[config.mk]
export PLATFORM = sky130hd
export DESIGN_NAME = sprite_line_engine
export DESIGN_NICKNAME = d
export VERILOG_FILES = /design/src/rtl/sprite_line_engine.sv
export SDC_FILE = /design/constraint.sdc
export NUM_CORES = 1
export LEC_CHECK = 0
export ABC_AREA = 1
export ABC_CLOCK_PERIOD_IN_PS = 6900
export BUFFER_PORTS_ARGS = -buffer_cell sky130_fd_sc_hd__buf_2
export CAP_MARGIN = 20
export CELL_PAD_IN_SITES_DETAIL_PLACEMENT = 1
export CELL_PAD_IN_SITES_GLOBAL_PLACEMENT = 2
export CORE_ASPECT_RATIO = 1.5
export CORE_MARGIN = 1
export CORE_UTILIZATION = 34
export CTS_CLUSTER_SIZE = 24
export DETAILED_ROUTE_END_ITERATION = 10
export PLACE_DENSITY_LB_ADDON = 0.1
export SYNTH_ARGS = -nofsm -noshare
export SYNTH_HDL_FRONTEND = slang
export SYNTH_SLANG_ARGS = --single-unit
[constraint.sdc]
create_clock -name clk -period 6.9 [get_ports clk]
set_clock_uncertainty 0.1 [all_clocks]
set_input_delay 1.38 -clock clk [delete_from_list [all_inputs] [get_ports clk]]
set_output_delay 1.38 -clock clk [all_outputs]
set_load 0.02 [all_outputs]
[src/rtl/sprite_line_engine.sv]
// Scanline sprite engine: fetches one row per Y-visible sprite during hblank
// and resolves the highest-priority opaque sprite pixel during active video.
//
// Ports:
//   clk, reset        clock; asynchronous active-high reset
//   line_start,line_y start a fetch for signed line line_y
//   cfg_idx/cfg_data  sprite control word lookup (combinational return)
//   mem_req/addr/ack/data  variable-latency row fetch port
//   pix_valid,pix_x   pixel position query
//   px_valid/pixel/palette  registered winning pixel (1-cycle latency)
//   collision_mask    sticky per-sprite overlap flags
//   clr_collision     clears collision_mask and fetch_overrun
//   fetch_done        all sprites of the current line processed
//   fetch_overrun     sticky; pixel or new line arrived before fetch finished
module sprite_line_engine #(
    parameter int NUM_SPRITES = 8,
    parameter int SPRITE_W    = 16,
    parameter int BPP         = 2
) (
    input  logic                      clk,
    input  logic                      reset,
    input  logic                      line_start,
    input  logic [8:0]                line_y,
    output logic [3:0]                cfg_idx,
    input  logic [31:0]               cfg_data,
    output logic                      mem_req,
    output logic [8:0]                mem_addr,
    input  logic                      mem_ack,
    input  logic [SPRITE_W*BPP-1:0]   mem_data,
    input  logic                      pix_valid,
    input  logic [9:0]                pix_x,
    output logic                      px_valid,
    output logic [BPP-1:0]            px_pixel,
    output logic [3:0]                px_palette,
    output logic [NUM_SPRITES-1:0]    collision_mask,
    input  logic                      clr_collision,
    output logic                      fetch_done,
    output logic                      fetch_overrun
);

    localparam int RW = SPRITE_W * BPP;

    typedef enum logic [1:0] {IDLE, CFG, REQ, DONE} state_t;

    state_t                 state_q, state_d;
    logic [3:0]             s_q, s_d;
    logic [NUM_SPRITES-1:0] loaded_q;
    logic                   xflip_q;
    logic [8:0]             mem_addr_q;

    logic [RW-1:0]          row_buf [NUM_SPRITES];
    logic [9:0]             spr_x   [NUM_SPRITES];
    logic [3:0]             spr_pal [NUM_SPRITES];

    logic                   buf_we, cfg_we;
    logic                   set_loaded, clr_loaded, line_ovr;
    logic [RW-1:0]          buf_wdata, rev_data;

    logic [9:0]             dy;
    logic                   visible, last;
    logic [3:0]             row;
    logic                   unused_cfg;

    assign unused_cfg = cfg_data[31];

    // Line/sprite Y delta in 10-bit signed; 0..15 means the line hits the sprite.
    assign dy      = {line_y[8], line_y} - {cfg_data[8], cfg_data[8:0]};
    assign visible = cfg_data[28] && (dy[9:4] == 6'd0);
    assign row     = cfg_data[29] ? ~dy[3:0] : dy[3:0];
    assign last    = (s_q == 4'(NUM_SPRITES - 1));

    assign cfg_idx    = s_q;
    assign mem_req    = (state_q == REQ);
    assign mem_addr   = mem_addr_q;
    assign fetch_done = (state_q == DONE);

    always_comb begin
        rev_data = '0;
        for (int g = 0; g < SPRITE_W; g++)
            rev_data[g*BPP +: BPP] = mem_data[(SPRITE_W-1-g)*BPP +: BPP];
    end

    always_comb begin
        state_d    = state_q;
        s_d        = s_q;
        buf_we     = 1'b0;
        buf_wdata  = '0;
        cfg_we     = 1'b0;
        set_loaded = 1'b0;
        clr_loaded = 1'b0;
        line_ovr   = 1'b0;
        if (line_start) begin
            state_d    = CFG;
            s_d        = 4'd0;
            clr_loaded = 1'b1;
            line_ovr   = (state_q == CFG) || (state_q == REQ);
        end else begin
            unique case (state_q)
                CFG: begin
                    if (visible) begin
                        cfg_we  = 1'b1;
                        state_d = REQ;
                    end else begin
                        buf_we     = 1'b1;
                        set_loaded = 1'b1;
                        state_d    = last ? DONE : CFG;
                        s_d        = last ? s_q : s_q + 4'd1;
                    end
                end
                REQ: begin
                    if (mem_ack) begin
                        buf_we     = 1'b1;
                        buf_wdata  = xflip_q ? rev_data : mem_data;
                        set_loaded = 1'b1;
                        state_d    = last ? DONE : CFG;
                        s_d        = last ? s_q : s_q + 4'd1;
                    end
                end
                default: ;
            endcase
        end
    end

    always_ff @(posedge clk or posedge reset) begin
        if (reset) begin
            state_q    <= IDLE;
            s_q        <= 4'd0;
            loaded_q   <= '0;
            xflip_q    <= 1'b0;
            mem_addr_q <= 9'd0;
        end else begin
            state_q <= state_d;
            s_q     <= s_d;
            if (cfg_we) begin
                xflip_q    <= cfg_data[30];
                mem_addr_q <= {cfg_data[23:19], row};
            end
            if (clr_loaded)
                loaded_q <= '0;
            else
                for (int i = 0; i < NUM_SPRITES; i++)
                    if (set_loaded && s_q == 4'(i))
                        loaded_q[i] <= 1'b1;
        end
    end

    // Row data and per-sprite attributes carry no reset value; loaded_q
    // gates their use.
    always_ff @(posedge clk) begin
        for (int i = 0; i < NUM_SPRITES; i++) begin
            if (buf_we && s_q == 4'(i))
                row_buf[i] <= buf_wdata;
            if (cfg_we && s_q == 4'(i)) begin
                spr_x[i]   <= cfg_data[18:9];
                spr_pal[i] <= cfg_data[27:24];
            end
        end
    end

    logic [10:0]            col [NUM_SPRITES];
    logic [BPP-1:0]         pv  [NUM_SPRITES];
    logic [NUM_SPRITES-1:0] opaque, coll_new;
    logic [BPP-1:0]         win_pix;
    logic [3:0]             win_pal;
    logic                   found;

    always_comb begin
        opaque  = '0;
        win_pix = '0;
        win_pal = 4'd0;
        found   = 1'b0;
        for (int i = 0; i < NUM_SPRITES; i++) begin
            col[i] = {pix_x[9], pix_x} - {spr_x[i][9], spr_x[i]};
            pv[i]  = '0;
            // Only in-range columns match, so negative X clips for free.
            for (int c = 0; c < SPRITE_W; c++)
                if (col[i] == 11'(c))
                    pv[i] = row_buf[i][(SPRITE_W-1-c)*BPP +: BPP];
            opaque[i] = loaded_q[i] && (pv[i] != '0);
            if (opaque[i] && !found) begin
                found   = 1'b1;
                win_pix = pv[i];
                win_pal = spr_pal[i];
            end
        end
        coll_new = (pix_valid && $countones(opaque) > 1) ? opaque : '0;
    end

    always_ff @(posedge clk or posedge reset) begin
        if (reset) begin
            px_valid       <= 1'b0;
            px_pixel       <= '0;
            px_palette     <= 4'd0;
            collision_mask <= '0;
            fetch_overrun  <= 1'b0;
        end else begin
            px_valid <= pix_valid;
            if (pix_valid) begin
                px_pixel   <= win_pix;
                px_palette <= win_pal;
            end
            // New events are OR-ed after the clear, so a same-cycle set wins.
            collision_mask <= (clr_collision ? '0 : collision_mask) | coll_new;
            fetch_overrun  <= (clr_collision ? 1'b0 : fetch_overrun)
                            | line_ovr
                            | (pix_valid && state_q != DONE);
        end
    end

endmodule

**Word level (Yosys, flattened, before mapping)**

Memories as Yosys holds them, arrays and structs flattened.
Cells that the tools add are included.

- Word-level logic and storage cells: 549
- Memories kept: 3
- Output and inout bits: 31
- RAM bits: 368
- Flip-flop bits (word level): 40

- Order comparisons: 1
- Equality and inequality tests: 133
- Bitwise operators: 4
- Reductions and logical operators: 92
- Add/subtract/negate cells: 17
- Mux-type cells: 282

Memory list:

| name | depth | width | rd ports | clocked after Yosys merged registers in | wr ports | line | RTL |
|---|---|---|---|---|---|---|---|
| row_buf | 8 | 32 | 8 | 0 | 1 | 51 | `logic [RW-1:0] row_buf [NUM_SPRITES];` |
| spr_x | 8 | 10 | 8 | 0 | 1 | 52 | `logic [9:0] spr_x [NUM_SPRITES];` |
| spr_pal | 8 | 4 | 8 | 0 | 1 | 53 | `logic [3:0] spr_pal [NUM_SPRITES];` |

Operators by type and width:

| kind | count |
|---|---|
| 11-bit by 4-bit == test with 1-bit output, second input constant | 64 |
| 11-bit by 3-bit == test with 1-bit output, second input constant | 32 |
| 32-bit two-way mux | 11 |
| 2-bit two-way mux | 140 |
| 32-bit OR reduction | 7 |
| 11-bit by 2-bit == test with 1-bit output, second input constant | 16 |
| 11-bit by 1-bit == test with 1-bit output, second input constant | 8 |
| 11-bit logical NOT | 8 |
| 10-bit by 10-bit subtractor with 11-bit output | 8 |
| 4-bit two-way mux | 20 |
| 1-bit two-way mux | 77 |
| 10-bit two-way mux | 7 |
| 10-bit OR reduction | 7 |
| 3-bit two-way mux | 21 |
| 1-bit logical AND | 34 |
| 2-bit nonzero test | 16 |
| 4-bit OR reduction | 7 |
| 8-bit two-way mux | 3 |
| 4-bit by 3-bit == test with 1-bit output, second input constant | 4 |
| 9-bit by 9-bit subtractor with 10-bit output | 1 |
| 1-bit by 1-bit adder with 2-bit output | 4 |
| 4-bit by 2-bit == test with 1-bit output, second input constant | 2 |
| 8-bit bitwise OR | 1 |
| 4-bit one-hot mux with 2 select lines | 1 |
| 21 further kinds | 30 |

**Logic depth before layout (Yosys ltp)**

Gate-level depths: netlist of the first run.

- Word-level depth: 42
- Gate-level depth with buffers: 42
- Gate-level depth less buffers: 41

**Least setup slack after synthesis of the first run**

Ideal clock, no wire load.

- Kind: input to register
- Start point: input pix_x[0]
- End point: register collision_mask[5]
- Stages: 36
- Path buffers: 0
- Slack: -111 ps
- Data arrival time: 6828 ps
- Setup time: 83 ps
- Cells stage by stage: inv_1 ha_1 fa_1 inv_1 nand3_1 nand2_1 a21oi_1 xor2_1 o21ai_0 nor2_1 inv_1 nor3_1 nand2_1 o21ai_0 inv_1 nand2_1 nand3_1 nand2_1 nand4_1 nand2_1 nand2_1 nand2_1 nand2_1 nand2_1 inv_1 fa_1 inv_1 fa_1 fa_1 inv_1 ha_1 fa_1 a21oi_1 a21oi_1 inv_1 o21ai_0

- Word-level cells in the longest chain between the ends: 27

Ends and longest elaborated chain:

| what | line | RTL |
|---|---|---|
| start: declaration | 31 | `input logic [9:0] pix_x,` |
| 10-bit by 10-bit subtractor with 11-bit output | 173 | `col[i] = {pix_x[9], pix_x} - {spr_x[i][9], spr_x[i]};` |
| 11-bit logical NOT | 177 | `if (col[i] == 11'(c))` |
| 2-bit two-way mux (16 in a row) | 177 |  |
| 2-bit nonzero test | 179 | `opaque[i] = loaded_q[i] && (pv[i] != '0);` |
| 1-bit logical AND | 179 |  |
| 1-bit by 1-bit adder with 2-bit output (not written as such) | 186 | `coll_new = (pix_valid && $countones(opaque) > 1) ? opaque : '0;` |
| 2-bit by 2-bit adder with 3-bit output (not written as such) | 186 |  |
| 3-bit by 3-bit adder with 4-bit output (not written as such) | 186 |  |
| 4-bit by 1-bit > comparator with 1-bit output | 186 |  |
| 1-bit logical AND | 186 |  |
| 8-bit two-way mux * | 186 |  |
| 8-bit bitwise OR * | 203 | `collision_mask <= (clr_collision ? '0 : collision_mask) \| coll_new;` |
| end signal: assignment | 203 |  |
| end: declaration | 35 | `output logic [NUM_SPRITES-1:0] collision_mask,` |

Mark *: on every way between the ends. The rest lies on a longest branch, timed or not.
A chain may end at the register's enable or synchronous reset.

**Final worst setup path of the first run**

Same ends and word-level chain as after synthesis.

==> results of run 1 <==
[critical path, delay by kind of cell]
kind / cells / cell delay, ps
fa+ha+maj: 7 / 2650
simple gates: 16 / 1500
buf+inv: 8 / 700
compound gates: 6 / 620
xor+xnor: 1 / 250
[registers in the layout, indices dropped and copies added, names as in the netlist, 4 cells and up]
name / flops
spr_pal: 32
px_palette: 4
collision_mask: 8
row_buf: 256
loaded_q: 8
spr_x: 80
mem_addr: 9
cfg_idx: 4
[power by group through the flow]
stage	combinational [W]	sequential (W)	clock [W]
after floorplan	0.000582	0.00304	0
after global routing	0.00121	0.00298	0.00270
after global placement	0.00105	0.00301	0
after CTS	0.00109	0.00297	0.00264
final	0.00110	0.00297	0.00257
after detailed placement	0.00107	0.00302	0
[cell families (layout without fill, tap and decap cells)]
kind of cell             after synthesis  count (layout)  synth area share
AND/OR/NAND/NOR                     1389            1389             0.267
flip-flops                           408             408             0.512
XOR/XNOR                              28              28            0.0111
buffers and inverters                526            1038            0.0856
AO/OA/AOI/OAI                        178             178            0.0439
adder cells (fa/ha/maj)              114             114            0.0648
other                                  0               1                 0
multiplexers                          32              32            0.0153
[layout make-up]
cell class / instances / area (um2)
fillers: 8018 / 38400
flip-flops and latches: 408 / 12100
multi-input cells: 1741 / 9830
repair buffers: 457 / 3240
inverters: 498 / 1870
clock buffers: 50 / 1170
well taps: 892 / 1120
clock inverters: 33 / 392
diodes: 1 / 2.50
[cells in the mapped netlist, drive strengths merged, types with 18 or more instances]
| master | instances | area share |
|---|---|---|
| nor3 | 65 | 0.015 |
| nor4 | 20 | 0.0056 |
| o21ai | 58 | 0.013 |
| inv | 497 | 0.079 |
| nor2 | 255 | 0.043 |
| nand3 | 244 | 0.053 |
| nand2 | 643 | 0.10 |
| mux2 | 32 | 0.015 |
| nand4 | 111 | 0.031 |
| a21oi | 73 | 0.016 |
| edfxtp | 368 | 0.47 |
| dfrtp | 40 | 0.043 |
| ha | 101 | 0.054 |
| o21bai | 19 | 0.0061 |
| nand2b | 18 | 0.0048 |
[repair_timing]
| action | in CTS | in global routing |
|---|---|---|
| cloned | 0 | 0 |
| resized for setup | 36 | 57 |
| setup endpoints to repair | 8 | 8 |
| setup buffers | 1 | 11 |
| pin swaps | 17 | 39 |
[metal layers]
metal | vias to the layer above | part of all wire | global-route usage
li1 | 9830 | - | -
met1 | 9658 | 0.40 | 0.262
met2 | 285 | 0.54 | 0.452
met3 | 114 | 0.026 | 0.0248
met4 | 0 | 0.034 | 0.0826
met5 | - | 0 | 0
[through the flow]
step	std cells	total power, W	setup slack [ps]	instance area [um2]	hold slack (ps)
CTS	4068	0.00670	4.70	29400	380
detailed placement	3984	0.00409	-1010	27700	363
floorplan	2675	0.00362	32.3	23500	350
global route	4079	0.00689	-145	29700	408
finish	4080	0.00663	164	29700	373
global placement	3984	0.00406	-949	27700	356
[worst min path at each step]
| stage | startpoint | endpoint | slack, ps | depth (start not counted) |
|---|---|---|---|---|
| floorplan | loaded_q[1] | loaded_q[1] | 350 | 1 |
| global placement | mem_addr[5] | mem_addr[5] | 360 | 2 |
| detailed placement | mem_addr[5] | mem_addr[5] | 360 | 2 |
| CTS | mem_addr[5] | mem_addr[5] | 380 | 2 |
| global route | mem_addr[4] | mem_addr[4] | 410 | 2 |
| finish | mem_addr[5] | mem_addr[5] | 370 | 2 |
==> flow_summary_export.csv, run 1 <==
group,metric,value,unit
synth,ys_seq_area_frac,0.512,
detailed_routing,drtAntennaViolNets,0,
sta,rsz0062_at_grt,"true",
synth,async_flop_share,0.0980,
finish,fin_util,0.436,
critical_path,r2r_cells,35,
power,p_comb_frac,0.166,
finish,nets,3354,
critical_path,worstSetupPathType,"in -> reg",
critical_path,slowest_delay,530,ps
sta,post-route-period-util,0.976,
die,coreArea,0.0681,mm2
global_route,grt_max_degree,41,
die,floorplan.die.height,324,um
sta,post-route-min-period,6740,ps
synth,synth-main-ff-cell,"edfxtp_1",
placed_design,place.gp.congestion,0.855,
die,pin_count,120,
sta,setup_tns,0,ps
critical_path,reg2reg_from,"spr_x[0][10]",
clock_tree,clkTransAtPathRegs,60,ps
run_status,status,"completed",
clock_tree,cts_max_level,2,
power,static-leakage-power,13.6,nW
critical_path,r2r_slack,810,ps
clock_tree,root_buffer,"clkbuf_16",
die,initial_utilization,0.345,
clock_tree,clockBufferDepth,3,
detailed_routing,vias,19900,
detailed_routing,drt-pass1-iter-count,5,
sta,fmax,148,MHz
synth,yosys_warnings,0,
synth,avgSynthCellArea,8.79,um2
sta,setup_viol,0,
die,dieArea,0.0702,mm2
global_route,grt_pass1_wl,123000,um
clock_tree,cts_inserted_buffers,45,
critical_path,critPathSlowestCell,"fa_1",
power,cellPowerDensity,224,mW/mm2
global_route,grt_antenna_before_repair,1,
detailed_routing,wl_per_cell,19.9,um
detailed_routing,via_per_inst,4.87,
power,internal_power,0.00479,W
die,die_x,217,um
placed_design,dp_hpwl,63100,um
clock_tree,ctsHoldBuffers,0,
sta,report.final.slew_viol_count,0,
finish,final_common_cell,"nand2_1",
finish,final_cell_mix,"nand2_1, inv_1, edfxtp_1, buf_4, nand3_1",
power,pwr-share-seq,0.447,
run,drv_cap,0,
detailed_routing,first_iter_violations,755,
global_route,grt_pass1_vias,21400,
power,swShare,0.279,
sta,hold_viol,0,
critical_path,crit_end,"collision_mask[5]",
detailed_routing,drc,0,
min_path,hold_class,"reg -> reg",
placed_design,port_buffers,118,
critical_path,crit_arrival,7120,ps
finish,drive_above_1_share,0.221,
finish,area.growth.synth_to_final,26.2,%
sta,tightest_slew,974,ps
synth,synth.distinct_cells,64,
critical_path,crit_required,7290,ps
power,irDropWorstVdd,205,uV
clock_tree,cts.sinks,408,
global_route,track_usage,0.234,
critical_path,crit_start,"pix_x[0]",
sta,slew_headroom,0.351,
die,floorplan.rows,117,
synth,synth_edf_count,368,
clock_tree,tritoncts,"built",
power,pwr-share-clk,0.387,
power,p_switching,0.00185,W
synth,syn-num-nets,2878,
critical_path,r2r_end,"collision_mask[5]",
detailed_routing,wl,81400,um
critical_path,end_kind,"register",
synth,synthCells,2675,
synth,synth_area,0.0235,mm2
global_route,grt.overflow.total,0,
synth,ys_ff_latch,408,
critical_path,worstSetupStartpointType,"input port",
critical_path,cp_max_fo,7,
clock_tree,clock_latency,600,ps
No activity file was read; power rests on OpenSTA's default activity.
==> run 2: changes to the inputs <==
- PLACE_DENSITY: unset -> 0.77
- PLACE_DENSITY_LB_ADDON: 0.1 -> unset
==> flow_summary_export.csv, run 2 (synthesis results as in run 1) <==
group,metric,value,unit
run_status,status,"completed",
die,floorplan.die.height,324,um
min_path,hold_class,"reg -> reg",
min_path,worstHoldStart,"mem_addr[8]",
finish,finalInstanceArea,0.0294,mm2
finish,regMostFlops,"row_buf",
global_route,track_usage,0.229,
critical_path,cp_max_fo,7,
global_route,grtUsageMet2,0.446,
clock_tree,root_buffer,"clkbuf_16",
detailed_routing,first_iter_violations,913,
die,floorplan.rows,117,
global_route,grt_antenna_before_repair,0,
global_route,grtUsageMet3,0.0226,
die,pin_count,120,
critical_path,slowest_delay,620,ps
finish,antenna-diode-count,0,
sta,hold_viol,0,
detailed_routing,wl,79300,um
sta,rsz0062_at_grt,"true",
placed_design,placed_area,0.0273,mm2
clock_tree,cts_inserted_buffers,42,
critical_path,r2r_end,"collision_mask[5]",
sta,report.final.slew_viol_count,0,
die,initial_utilization,0.345,
sta,post-route-min-period,6680,ps
critical_path,worstSetupStartpointType,"input port",
min_path,hold_depth,2,
detailed_routing,wl_per_cell,19.6,um
critical_path,crit_required,7310,ps
detailed_routing,via_per_inst,4.93,
power,irDropWorstVdd,191,uV
critical_path,reg2reg_from,"spr_x[0][10]",
global_route,grt.overflow.total,0,
critical_path,crit_arrival,7080,ps
die,die_x,217,um
finish,layout.cells.non_filler,4042,
clock_tree,cts.sinks,408,
sta,fmax,150,MHz
critical_path,end_kind,"register",
power,static-leakage-power,13.4,nW
detailed_routing,drtAntennaViolNets,0,
sta,slew_headroom,0.484,
sta,post-route-period-util,0.967,
critical_path,r2r_slack,720,ps
global_route,grt_most_used_layer,"met2",
die,dieArea,0.0702,mm2
global_route,grt_pass1_vias,21300,
die,coreArea,0.0681,mm2
clock_tree,clkTransAtPathRegs,60,ps
finish,drive_above_1_share,0.222,
placed_design,dp_hpwl,62700,um
global_route,grt_pass1_wl,121000,um
critical_path,critPathSlowestCell,"fa_2",
clock_tree,cts_max_level,2,
sta,setup_viol,0,
clock_tree,clockBufferDepth,3,
power,total_power,0.00632,W
finish,nets,3320,
min_path,hold_end,"mem_addr[8]",
critical_path,r2r_cells,35,
finish,final_cell_mix,"nand2_1, inv_1, edfxtp_1, buf_4",
detailed_routing,vias,19900,
critical_path,worstSetupPathType,"in -> reg",
sta,tightest_slew,774,ps
clock_tree,clock_latency,570,ps
finish,n_fill_cell,8043,
finish,top_regs,"row_buf (256), spr_x (80), spr_pal (32)",
placed_design,dp_cells,3934,
placed_design,place.gp.congestion,0.911,
detailed_routing,drt-pass1-iter-count,5,
global_route,grt_max_degree,41,
global_route,grt_use_met1,0.249,
finish,area.growth.synth_to_final,24.9,%
clock_tree,tritoncts,"built",
finish,final_common_cell,"nand2_1",
detailed_routing,drc,0,
placed_design,port_buffers,118,
power,cellPowerDensity,215,mW/mm2
finish,largest_register_ffs,256,
run,drv_cap,0,
==> run 2: changes by cell type in the layout (fill, tap and decap cells not counted), moves of 5 or more <==
cell	change
ha_4	+6
buf_4	-30
a21oi_2	+5
nand2_2	+16
ha_1	-7
nand2_1	-17
a21oi_1	-6
clkbuf_1	+5
==> run 2: through the flow <==
stage | setup TNS (ps) | utilization | hold WS (ps) | worst slack (ps)
after floorplan | 0 | - | 350 | 32.3
after global placement | -6900 | 0.400 | 353 | -886
after detailed placement | -7680 | 0.401 | 362 | -999
after CTS | 0 | 0.425 | 378 | 11.1
after global routing | -324 | 0.431 | 398 | -54.2
final | 0 | 0.431 | 375 | 225
==> run 2: layout make-up <==
class                   count  area, um2  area share
flip-flops and latches    408      12100       0.410
clock buffers              52       1110      0.0378
well taps                 892       1120      0.0380
repair buffers            426       3000       0.102
inverters                 498       1880      0.0639
clock inverters            25        236     0.00805
multi-input cells        1741       9980       0.340
==> run 2: timing repair <==
item | CTS | global route
hold buffers | 0 | 0
endpoints found under the setup margin | 8 | 9
pin swaps | 13 | 64
buffers inserted | 22 | 10
gates resized for setup | 37 | 109
==> run 2: where the power goes <==
part,internal [W],total (W),switching [W]
Clock,0.00127,0.00227,0.00100
Combinational,0.000390,0.00108,0.000691
Sequential,0.00289,0.00297,0.0000773
==> run 2: critical path, delay by kind of cell <==
family                   cells  cell delay (ps)
AND/OR/NAND/NOR             14             1500
adder cells (fa/ha/maj)      6             2650
buffers and inverters        6              540
AO/OA/AOI/OAI                6              980
==> run 2: worst max path at each step <==
stage / startpoint / cells after the start / end / slack, ps
2_1_floorplan: pix_x[0] / 36 / collision_mask[5] / 30
4_1_cts: pix_x[5] / 32 / collision_mask[4] / 10
6_report: pix_x[4] / 32 / collision_mask[5] / 220
3_3_place_gp: pix_x[0] / 37 / collision_mask[7] / -890
3_5_place_dp: pix_x[0] / 35 / collision_mask[7] / -1000
5_1_grt: pix_x[2] / 33 / collision_mask[6] / -50
==> run 2: routing by layer <==
metal  up-vias  part of all wire  wire length [um]
li1       9759                 -                 -
met1      9658              0.39             30800
met2       342              0.54             43000
met3       153             0.027              2140
met4         0             0.042              3360
met5         -                 0                 0
==> run 3: changes to the inputs <==
- RECOVER_POWER: unset -> 50
==> flow_summary_export.csv, run 3 (synthesis results as in run 1) <==
group,metric,value,unit
run_status,status,"finished with violations",
run_status,failed_checks,"capacitance limit, slew limit",
finish,regMostFlops,"row_buf",
clock_tree,ctsHoldBuffers,0,
finish,fin_util,0.431,
finish,n_fill_cell,8046,
power,internal_power,0.00455,W
clock_tree,cts.sinks,408,
finish,multi_input_area,0.00998,mm2
sta,post-route-period-util,0.967,
global_route,track_usage,0.229,
detailed_routing,wl_per_cell,19.6,um
global_route,grt_antenna_before_repair,0,
critical_path,critPathSlowestCell,"fa_2",
finish,largest_register_ffs,256,
clock_tree,cts_max_level,2,
power,p_comb_frac,0.170,
power,swShare,0.280,
critical_path,reg2reg_from,"spr_x[0][10]",
clock_tree,tritoncts,"built",
finish,regArea,0.0121,mm2
finish,nets,3320,
sta,setup_ws,226,ps
die,coreArea,0.0681,mm2
clock_tree,clkTransAtPathRegs,60,ps
critical_path,slowest_delay,620,ps
clock_tree,clockBufferDepth,3,
power,cellPowerDensity,215,mW/mm2
placed_design,place.gp.congestion,0.911,
critical_path,crit_required,7300,ps
die,pin_count,120,
power,static-leakage-power,13.3,nW
power,p_switching,0.00177,W
sta,fmax,150,MHz
finish,drive_above_1_share,0.213,
die,initial_utilization,0.345,
clock_tree,clock_latency,570,ps
clock_tree,root_buffer,"clkbuf_16",
global_route,grt_pass1_vias,21300,
sta,setup_viol,0,
global_route,grt_pass1_wl,121000,um
finish,final_common_cell,"nand2_1",
detailed_routing,via_per_inst,4.93,
sta,report.final.slew_viol_count,41,
placed_design,port_buffers,118,
sta,hold_viol,0,
sta,rsz0062_at_grt,"true",
detailed_routing,drc,0,
critical_path,worstSetupStartpointType,"input port",
critical_path,worstSetupPathType,"in -> reg",
sta,slew_headroom,-0.668,
sta,hold_slack,378,ps
detailed_routing,vias,19900,
global_route,grt_max_degree,41,
placed_design,post-place-ws,-999,ps
global_route,grt.overflow.total,0,
die,die_x,217,um
critical_path,crit_start,"pix_x[4]",
run,drv_cap,1,
die,floorplan.die.height,324,um
sta,post-route-min-period,6670,ps
power,pwr-share-seq,0.471,
detailed_routing,drt-pass1-iter-count,5,
critical_path,crit_arrival,7080,ps
finish,antenna-diode-count,0,
die,dieArea,0.0702,mm2
finish,top_regs,"row_buf (256), spr_x (80), spr_pal (32)",
critical_path,end_kind,"register",
power,irDropWorstVdd,191,uV
critical_path,r2r_cells,35,
detailed_routing,wl,79200,um
placed_design,dp_hpwl,62700,um
min_path,hold_class,"reg -> reg",
detailed_routing,first_iter_violations,914,
sta,tightest_slew,2500,ps
critical_path,r2r_end,"collision_mask[5]",
clock_tree,cts_inserted_buffers,42,
critical_path,r2r_slack,730,ps
finish,final_cell_mix,"nand2_1, inv_1, edfxtp_1, buf_4",
min_path,worstHoldStart,"mem_addr[4]",
critical_path,cp_max_fo,7,
power,pwr-share-clk,0.359,
critical_path,crit_end,"collision_mask[5]",
min_path,hold_depth,2,
finish,area.growth.synth_to_final,24.7,%
detailed_routing,drtAntennaViolNets,0,
die,floorplan.rows,117,
-- run 3: cell types whose count changed in the layout (fill, tap and decap cells not counted) --
cell | previous run | this run
inv_2 | 22 | 21
clkbuf_1 | 9 | 36
buf_4 | 297 | 295
inv_1 | 474 | 475
buf_2 | 116 | 91
-- run 3: cell type report --
class | count | area share
flip-flops and latches | 408 | 0.411
clock inverters | 25 | 0.00806
repair buffers | 426 | 0.101
well taps | 892 | 0.0381
multi-input cells | 1741 | 0.340
clock buffers | 52 | 0.0378
inverters | 498 | 0.0640
-- run 3: how the worst min path moves through the flow --
| stage | to |
|---|---|
| 3_3_place_gp | mem_addr[6] |
| 4_1_cts | mem_addr[8] |
| 2_1_floorplan | loaded_q[1] |
| 6_report | mem_addr[4] |
| 3_5_place_dp | mem_addr[8] |
| 5_1_grt | mem_addr[8] |
-- run 3: timing repair --
item / 4_1_cts / 5_1_grt
resized for setup: 37 / 109
setup buffers: 22 / 10
setup endpoints to repair: 8 / 9
pin swaps: 13 / 64
-- run 3: critical path: cells and delay by family --
family / cells / cell delay (ps)
AOI/OAI and AO/OA: 6 / 980
adders and majority gates: 6 / 2650
buffers and inverters: 6 / 540
and+or+nand+nor: 14 / 1500
-- run 3: per-stage QoR --
| step | instances | instance area, um2 | power, W | setup TNS [ps] |
|---|---|---|---|---|
| 6_report | 4042 | 29300 | 0.00631 | 0 |
| 5_1_grt | 4042 | 29300 | 0.00657 | -324 |
| 4_1_cts | 4033 | 28900 | 0.00635 | 0 |
| 3_5_place_dp | 3934 | 27300 | 0.00407 | -7680 |
| 3_3_place_gp | 3933 | 27300 | 0.00403 | -6900 |
| 2_1_floorplan | 2675 | 23500 | 0.00362 | 0 |
-- run 3: metal layers --
| layer | track usage | routed length (um) | up-vias |
|---|---|---|---|
| li1 | - | - | 9757 |
| met1 | 0.249 | 30600 | 9650 |
| met2 | 0.446 | 43000 | 346 |
| met3 | 0.0226 | 2250 | 154 |
| met4 | 0.0923 | 3360 | 0 |
| met5 | 0 | 0 | - |
-- run 3: power groups by stage --
stage                     Sequential [W]  Clock [W]  Combinational (W)
after floorplan                  0.00304          0           0.000582
after global placement           0.00303          0           0.000997
after detailed placement         0.00302          0            0.00105
after CTS                        0.00297    0.00231            0.00107
after global routing             0.00299    0.00239            0.00119
final                            0.00297    0.00227            0.00107
